==> src/rtl/panel_input_ctrl.sv <==
// Front-panel input controller: synchronizes and debounces panel controls, edits a
// 6-digit hex value under a cursor, commits it over valid/ready and paces step pulses.
module panel_input_ctrl #(
  parameter int unsigned DEBOUNCE_CYCLES = 500000,
  parameter int unsigned AUTO_PERIOD     = 50000000
) (
  input  logic        clk,
  input  logic        reset,
  input  logic        auto_manual,
  input  logic        continue0,
  input  logic [1:0]  left_right,
  input  logic [1:0]  up_down,
  input  logic        set_value,
  output logic [23:0] edit_value,
  output logic [2:0]  cursor,
  output logic        commit_valid,
  output logic [23:0] commit_data,
  input  logic        commit_ready,
  output logic        step
);

  localparam int unsigned DW = ($clog2(DEBOUNCE_CYCLES) < 1) ? 1 : $clog2(DEBOUNCE_CYCLES);
  localparam int unsigned PW = ($clog2(AUTO_PERIOD) < 1) ? 1 : $clog2(AUTO_PERIOD);
  localparam logic [DW-1:0] DB_LAST  = DW'(DEBOUNCE_CYCLES - 1);
  localparam logic [PW-1:0] PER_LAST = PW'(AUTO_PERIOD - 1);

  // Bit map: 0 auto, 1 continue, 2 right, 3 left, 4 down, 5 up, 6 set
  logic [6:0]    raw;
  logic [6:0]    sync1_q, sync2_q;
  logic [6:0]    deb_q, deb_dly_q;
  logic [DW-1:0] dcnt_q [7];
  logic [6:1]    press_q;

  assign raw = {set_value, up_down, left_right, continue0, auto_manual};

  always_ff @(posedge clk or posedge reset) begin
    if (reset) begin
      sync1_q   <= '0;
      sync2_q   <= '0;
      deb_q     <= '0;
      deb_dly_q <= '0;
      press_q   <= '0;
      for (int unsigned i = 0; i < 7; i++) dcnt_q[i] <= '0;
    end else begin
      sync1_q   <= raw;
      sync2_q   <= sync1_q;
      deb_dly_q <= deb_q;
      press_q   <= deb_q[6:1] & ~deb_dly_q[6:1];
      for (int unsigned i = 0; i < 7; i++) begin
        if (sync2_q[i] == deb_q[i]) begin
          dcnt_q[i] <= '0;
        end else if (dcnt_q[i] == DB_LAST) begin
          deb_q[i]  <= ~deb_q[i];
          dcnt_q[i] <= '0;
        end else begin
          dcnt_q[i] <= dcnt_q[i] + 1'b1;
        end
      end
    end
  end

  logic p_cont, p_right, p_left, p_down, p_up, p_set;
  assign p_cont  = press_q[1];
  assign p_right = press_q[2];
  assign p_left  = press_q[3];
  assign p_down  = press_q[4];
  assign p_up    = press_q[5];
  assign p_set   = press_q[6];

  logic [23:0] edit_q, edit_d;
  logic [2:0]  cursor_q, cursor_d;

  // Digit edit indexes with the pre-move cursor so simultaneous move+edit hits the old digit.
  always_comb begin
    edit_d   = edit_q;
    cursor_d = cursor_q;
    for (int unsigned k = 0; k < 6; k++) begin
      if (3'(k) == cursor_q) begin
        if (p_up && !p_down)
          edit_d[4*k +: 4] = edit_q[4*k +: 4] + 4'd1;
        else if (p_down && !p_up)
          edit_d[4*k +: 4] = edit_q[4*k +: 4] - 4'd1;
      end
    end
    if (p_left && !p_right)
      cursor_d = (cursor_q == 3'd5) ? 3'd0 : cursor_q + 3'd1;
    else if (p_right && !p_left)
      cursor_d = (cursor_q == 3'd0) ? 3'd5 : cursor_q - 3'd1;
  end

  always_ff @(posedge clk or posedge reset) begin
    if (reset) begin
      edit_q   <= '0;
      cursor_q <= '0;
    end else begin
      edit_q   <= edit_d;
      cursor_q <= cursor_d;
    end
  end

  typedef enum logic {IDLE, PEND} commit_state_e;
  commit_state_e state_q;
  logic          commit_valid_q;
  logic [23:0]   commit_data_q;

  always_ff @(posedge clk or posedge reset) begin
    if (reset) begin
      state_q        <= IDLE;
      commit_valid_q <= 1'b0;
      commit_data_q  <= '0;
    end else begin
      case (state_q)
        IDLE: begin
          if (p_set) begin
            commit_data_q  <= edit_q;
            commit_valid_q <= 1'b1;
            state_q        <= PEND;
          end
        end
        PEND: begin
          if (commit_valid_q && commit_ready) begin
            commit_valid_q <= 1'b0;
            state_q        <= IDLE;
          end
        end
        default: state_q <= IDLE;
      endcase
    end
  end

  logic [PW-1:0] per_q;
  logic          step_q;

  always_ff @(posedge clk or posedge reset) begin
    if (reset) begin
      per_q  <= '0;
      step_q <= 1'b0;
    end else begin
      step_q <= 1'b0;
      if (deb_q[0] != deb_dly_q[0]) begin
        per_q <= '0;
      end else if (deb_q[0]) begin
        if (per_q == PER_LAST) begin
          per_q  <= '0;
          step_q <= 1'b1;
        end else begin
          per_q <= per_q + 1'b1;
        end
      end else begin
        step_q <= p_cont;
      end
    end
  end

  assign edit_value   = edit_q;
  assign cursor       = cursor_q;
  assign commit_valid = commit_valid_q;
  assign commit_data  = commit_data_q;
  assign step         = step_q;

endmodule

==> config.mk <==
export PLATFORM = sky130hd
export DESIGN_NAME = panel_input_ctrl
export DESIGN_NICKNAME = d
export VERILOG_FILES = /design/src/rtl/panel_input_ctrl.sv
export SDC_FILE = /design/constraint.sdc
export NUM_CORES = 1
export LEC_CHECK = 0
export ABC_CLOCK_PERIOD_IN_PS = 11400
export CAP_MARGIN = 20
export CORE_MARGIN = 2
export CORE_UTILIZATION = 45
export CTS_CLUSTER_SIZE = 28
export DETAILED_ROUTE_END_ITERATION = 10
export PLACE_DENSITY = 0.7
export RECOVER_POWER = 100
export SYNTH_ARGS = -nofsm -noshare
export SYNTH_HDL_FRONTEND = slang
export SYNTH_SLANG_ARGS = --single-unit
==> constraint.sdc <==
create_clock -name clk -period 11.4 [get_ports clk]
set_clock_uncertainty 0.2 [all_clocks]
set_input_delay 3.42 -clock clk [delete_from_list [all_inputs] [get_ports clk]]
set_output_delay 3.42 -clock clk [all_outputs]
set_load 0.005 [all_outputs]
Word level (Yosys, flattened, before mapping)
Index checks and enable logic that the tools add are counted.

operators by class
  $add $sub $neg = 22
  multiply operators = 0
  divide/modulo/power cells = 0
  $lt $le $gt $ge = 0
  equal/unequal tests = 24
  shift-type cells = 0
  multiplexer cells = 42
  bitwise gates (word level) = 17
  reduce and logical (&&, ||, !) cells = 28

operators with widths
  cell                   number
  $mux 19                14
  $add 19x1->19 const B  7
  $eq 19x19->1 const B   7
  $mux 26                3
  $mux 4                 12
  $reduce_and 2->1       15
  $add 26x1->26 const B  1
  $eq 26x26->1 const B   1
  $add 4x1->4 const B    6
  $sub 4x1->4 const B    6
  $not 1->1              15
  $mux 3                 4
  $eq 1x1->1             7
  $mux 1                 7
  $and 6x6->6            1
  $eq 2x3->1 const A     2
  $eq 3x3->1 const A     2
  $not 6->6              1
  $reduce_bool 2->1      3
  $logic_and 1x1->1      5
  $logic_not 1->1        4
  $pmux 1 s2             2
  $add 3x1->3 const B    1
  $eq 1x3->1 const A     1
  6 further kinds        6

storage, ports and cells
  register bits = 247
  bits in latches = 0
  RAM bits = 0
  bits in read-only memories = 0
  input port bits = 10
  memories = 0

Longest topological paths before layout
  depth in word-level cells = 4
  depth in mapped cells = 9

Worst setup path before layout
OpenSTA, ideal clock, no wires.

  path kind = reg-to-output
  from = register edit_q[12], in the netlist edit_value[12]
  to = output port edit_value[12]
  data arrival time = 415 ps
  required time = 7780 ps
  slack = 7365 ps
  stages on the path, launching flop included = 1
  path through = dfrtp_1

RTL lines
  item                    line  RTL
  from (decl)             70    logic [23:0] edit_q, edit_d;
  from (signal assigned)  96    edit_q <= edit_d;
  to (decl)               14    output logic [23:0] edit_value,

No word-level cell between the ends.

==> metrics <==
RD Place Congestion 0.761; number of placement rows 58; number of nets with antenna violations after routing 0; final worst path period need 6930 ps; worst setup path category in -> async; DR pass1 iterations 4; root cell of the clock tree clkbuf_16; Cell variety after synth 48; Hold Path Cell Cnt 0; maximum number of pins on one net before global-route repair 95; clock tree from TritonCTS built; horizontal die dimension 163 microns; delay of the slowest cell on the worst path 2220 ps; worst path cell trace dlygate4sd3_1 -> clkinvlp_2 -> buf_4; failing checks max-capacitance violations, max-slew violations; CTS Sinks 247; Initial Util 45.4%; Synth Warn # 0; worst-case reg-to-reg path depth 5; largest fanout on the critical path 94; RSZ-0062 raised after global routing no; number of max-cap violations 1; final clock period utilization by the worst path 60.8%; hold-fix buffers at CTS 0; measured slew at the worst slew-check pin 3950 ps; final layout net count 1180; class of the tightest hold or removal check reg -> reg; Buffers on Ports 62; cell type contributing the most total cell area after synthesis dfrtp_1; Global Route Usage Sum 15.2%; post-synthesis instance area 0.0114 sq mm; number of antenna violations at the first check in global routing 0; instance count after placement with tap cells included 1440; clock buffer count from CTS 26; Detailed Route WL 19500 microns; Total Die Area 0.0266 sq mm; status complete, but fails checks; most numerous cell in the Yosys netlist dfrtp_1; leakage power 6.05 nW; area added between synthesis and finish 15.5%; global-route congestion overflow total 0; biggest area contributors in the synthesized netlist dfrtp_1 54%, xor2_1 7.4%, nor2_1 6.6%; fraction of synthesized cell area taken by the top area cell type 54.3%; Antenna Cells 0; # resized after CTS 0; Iteration-0 DRC Markers 378; achievable clock frequency 144 MHz; Post-synth EDFFs 0; mean cell area of the mapped netlist 10.6 sq um; Worst-Skew Late Latency 530 ps; startpoint type of the worst setup path primary input; Max-slew headroom -165%; worst-path cell with the longest stage delay clkinvlp_2; share of layout cells above drive strength 1 6.77%; Crit path arrival time 7260 ps; total vias in the final route 7579; CTS clock-pin slew for the worst setup and hold paths 60 ps; CTS Buffer Depth 3; final setup vio count 0; number of post-CTS setup repair buffers 0; Vert. Die Dim 163 microns; final total negative setup slack 0 ps; crit path capture type async pin; wire length of the first global-routing pass 34300 microns; wire length per cell 13.2 microns; CTS H-tree depth 1; leading cell types by count after synthesis 247 x dfrtp_1, 200 x nor2_1, 96 x xor2_1; DRC 0; total power divided by cell area 135 mW/mm^2; fraction of synthesis flops using an asynchronous set or reset pin 100%; WP data required 11720 ps; number of instances in the synthesized netlist 1074; I/O pin count 63; post-synthesis net count 1115; hpwl dp 13000 microns; total of fill cells in the finished design 2254; synthesized flop and latch total 247; sequential element share of the synthesized area 54.3%; via count of the first global-routing pass 7425; core area 0.0250 sq mm; worst supply voltage drop on vdd 115 uV; final cell count without fillers 1482; post-DR vias/cell 5.11; number of hold violations in the final report 0; count of final max-slew check failures 95; commonest register cell after synthesis dfrtp_1
[layout make-up]
type	instances	area (sq um)	share of cell area, %
inverter	26	98.8	0.752
clock buffer	36	728	5.54
sequential	247	6180	47.0
timing repair buffer	66	663	5.05
tap	330	413	3.14
clock inverter	5	111	0.848
multi-input combinational	772	4940	37.6
[sequential cells by signal (all words and copies together), names as in the netlist, 6 cells and up]
register     count
sync2_q          7
deb_dly_q        7
commit_data     24
per_q           26
dcnt_q         133
sync1_q          7
edit_value      24
press_q          6
deb_q            7
[cell families after synthesis]
group / share of synthesized area [%]
fa+ha+maj: 3.80
simple gates: 20.8
buf+inv: 1.90
compound gates: 2.60
xor+xnor: 12.8
flops: 54.3
mux: 3.75
[critical path: cells and delay by family]
kind,cells,cell delay (ps)
buffers and inverters,3,3780
[report_power, final]
group          leakage (nW)  total (mW)  switching [mW]  internal [mW]
Combinational          2.25      0.0451          0.0317         0.0134
Clock                 0.409       0.833           0.324          0.509
Sequential             3.40       0.898         0.00964          0.888
[stage by stage]
| stage | hold WS (ps) | total power [mW] | utilization, % | area, sq um | worst slack [ps] |
|---|---|---|---|---|---|
| floorplan | 131 | 0.944 | - | 11400 | 993 |
| global placement | 133 | 0.960 | 49.2 | 12300 | 5720 |
| detailed placement | 135 | 0.961 | 49.2 | 12300 | 5700 |
| CTS | 148 | 1.80 | 52.6 | 13200 | 6090 |
| global route | 157 | 1.85 | 52.5 | 13100 | 3630 |
| finish | 146 | 1.78 | 52.5 | 13100 | 4470 |
[cells in the final DEF, fill, tap and decap left out, drive strengths merged, types with 3 or more instances in the layout]
cell           n
or2            5
nand3         65
mux2          37
bufinv         3
a21oi         17
fa             6
ha            25
or3            4
inv           25
nor2b         12
nor3          24
and3          23
xnor2         70
nor4b          5
a221o          3
nand2         76
o21ai          7
nand2b         4
and4          12
nand4b         3
nor2         201
dlygate4sd3   62
dfrtp        247
nand4         37
xor2          96
a31oi          3
nor4          14
a21o           7
clkbuf        38
a22o           3
[path summary, 6_finish.rpt]
| kind | start | to | slack, ps |
|---|---|---|---|
| worst max-delay path | reset | edit_value[3] | 4470 |
| worst min-delay path | sync1_q[4] | sync2_q[4] | 150 |
| worst max register to register | per_q[8] | per_q[25] | 8140 |
| worst min register to register | sync1_q[4] | sync2_q[4] | 150 |
| max in group clk | cursor[0] | cursor[0] | 6060 |
| min in group asynchronous | reset | sync1_q[0] | 4350 |
[layer usage]
metal  up-vias  global-route usage [%]  part of all wire [%]
li1       3744                       -                     -
met1      3697                    21.0                    49
met2       106                    25.3                    46
met3        32                    2.36                   3.8
met4         0                    3.34                   1.7
met5         -                       0                     0
(Power assumes the default switching activity.)
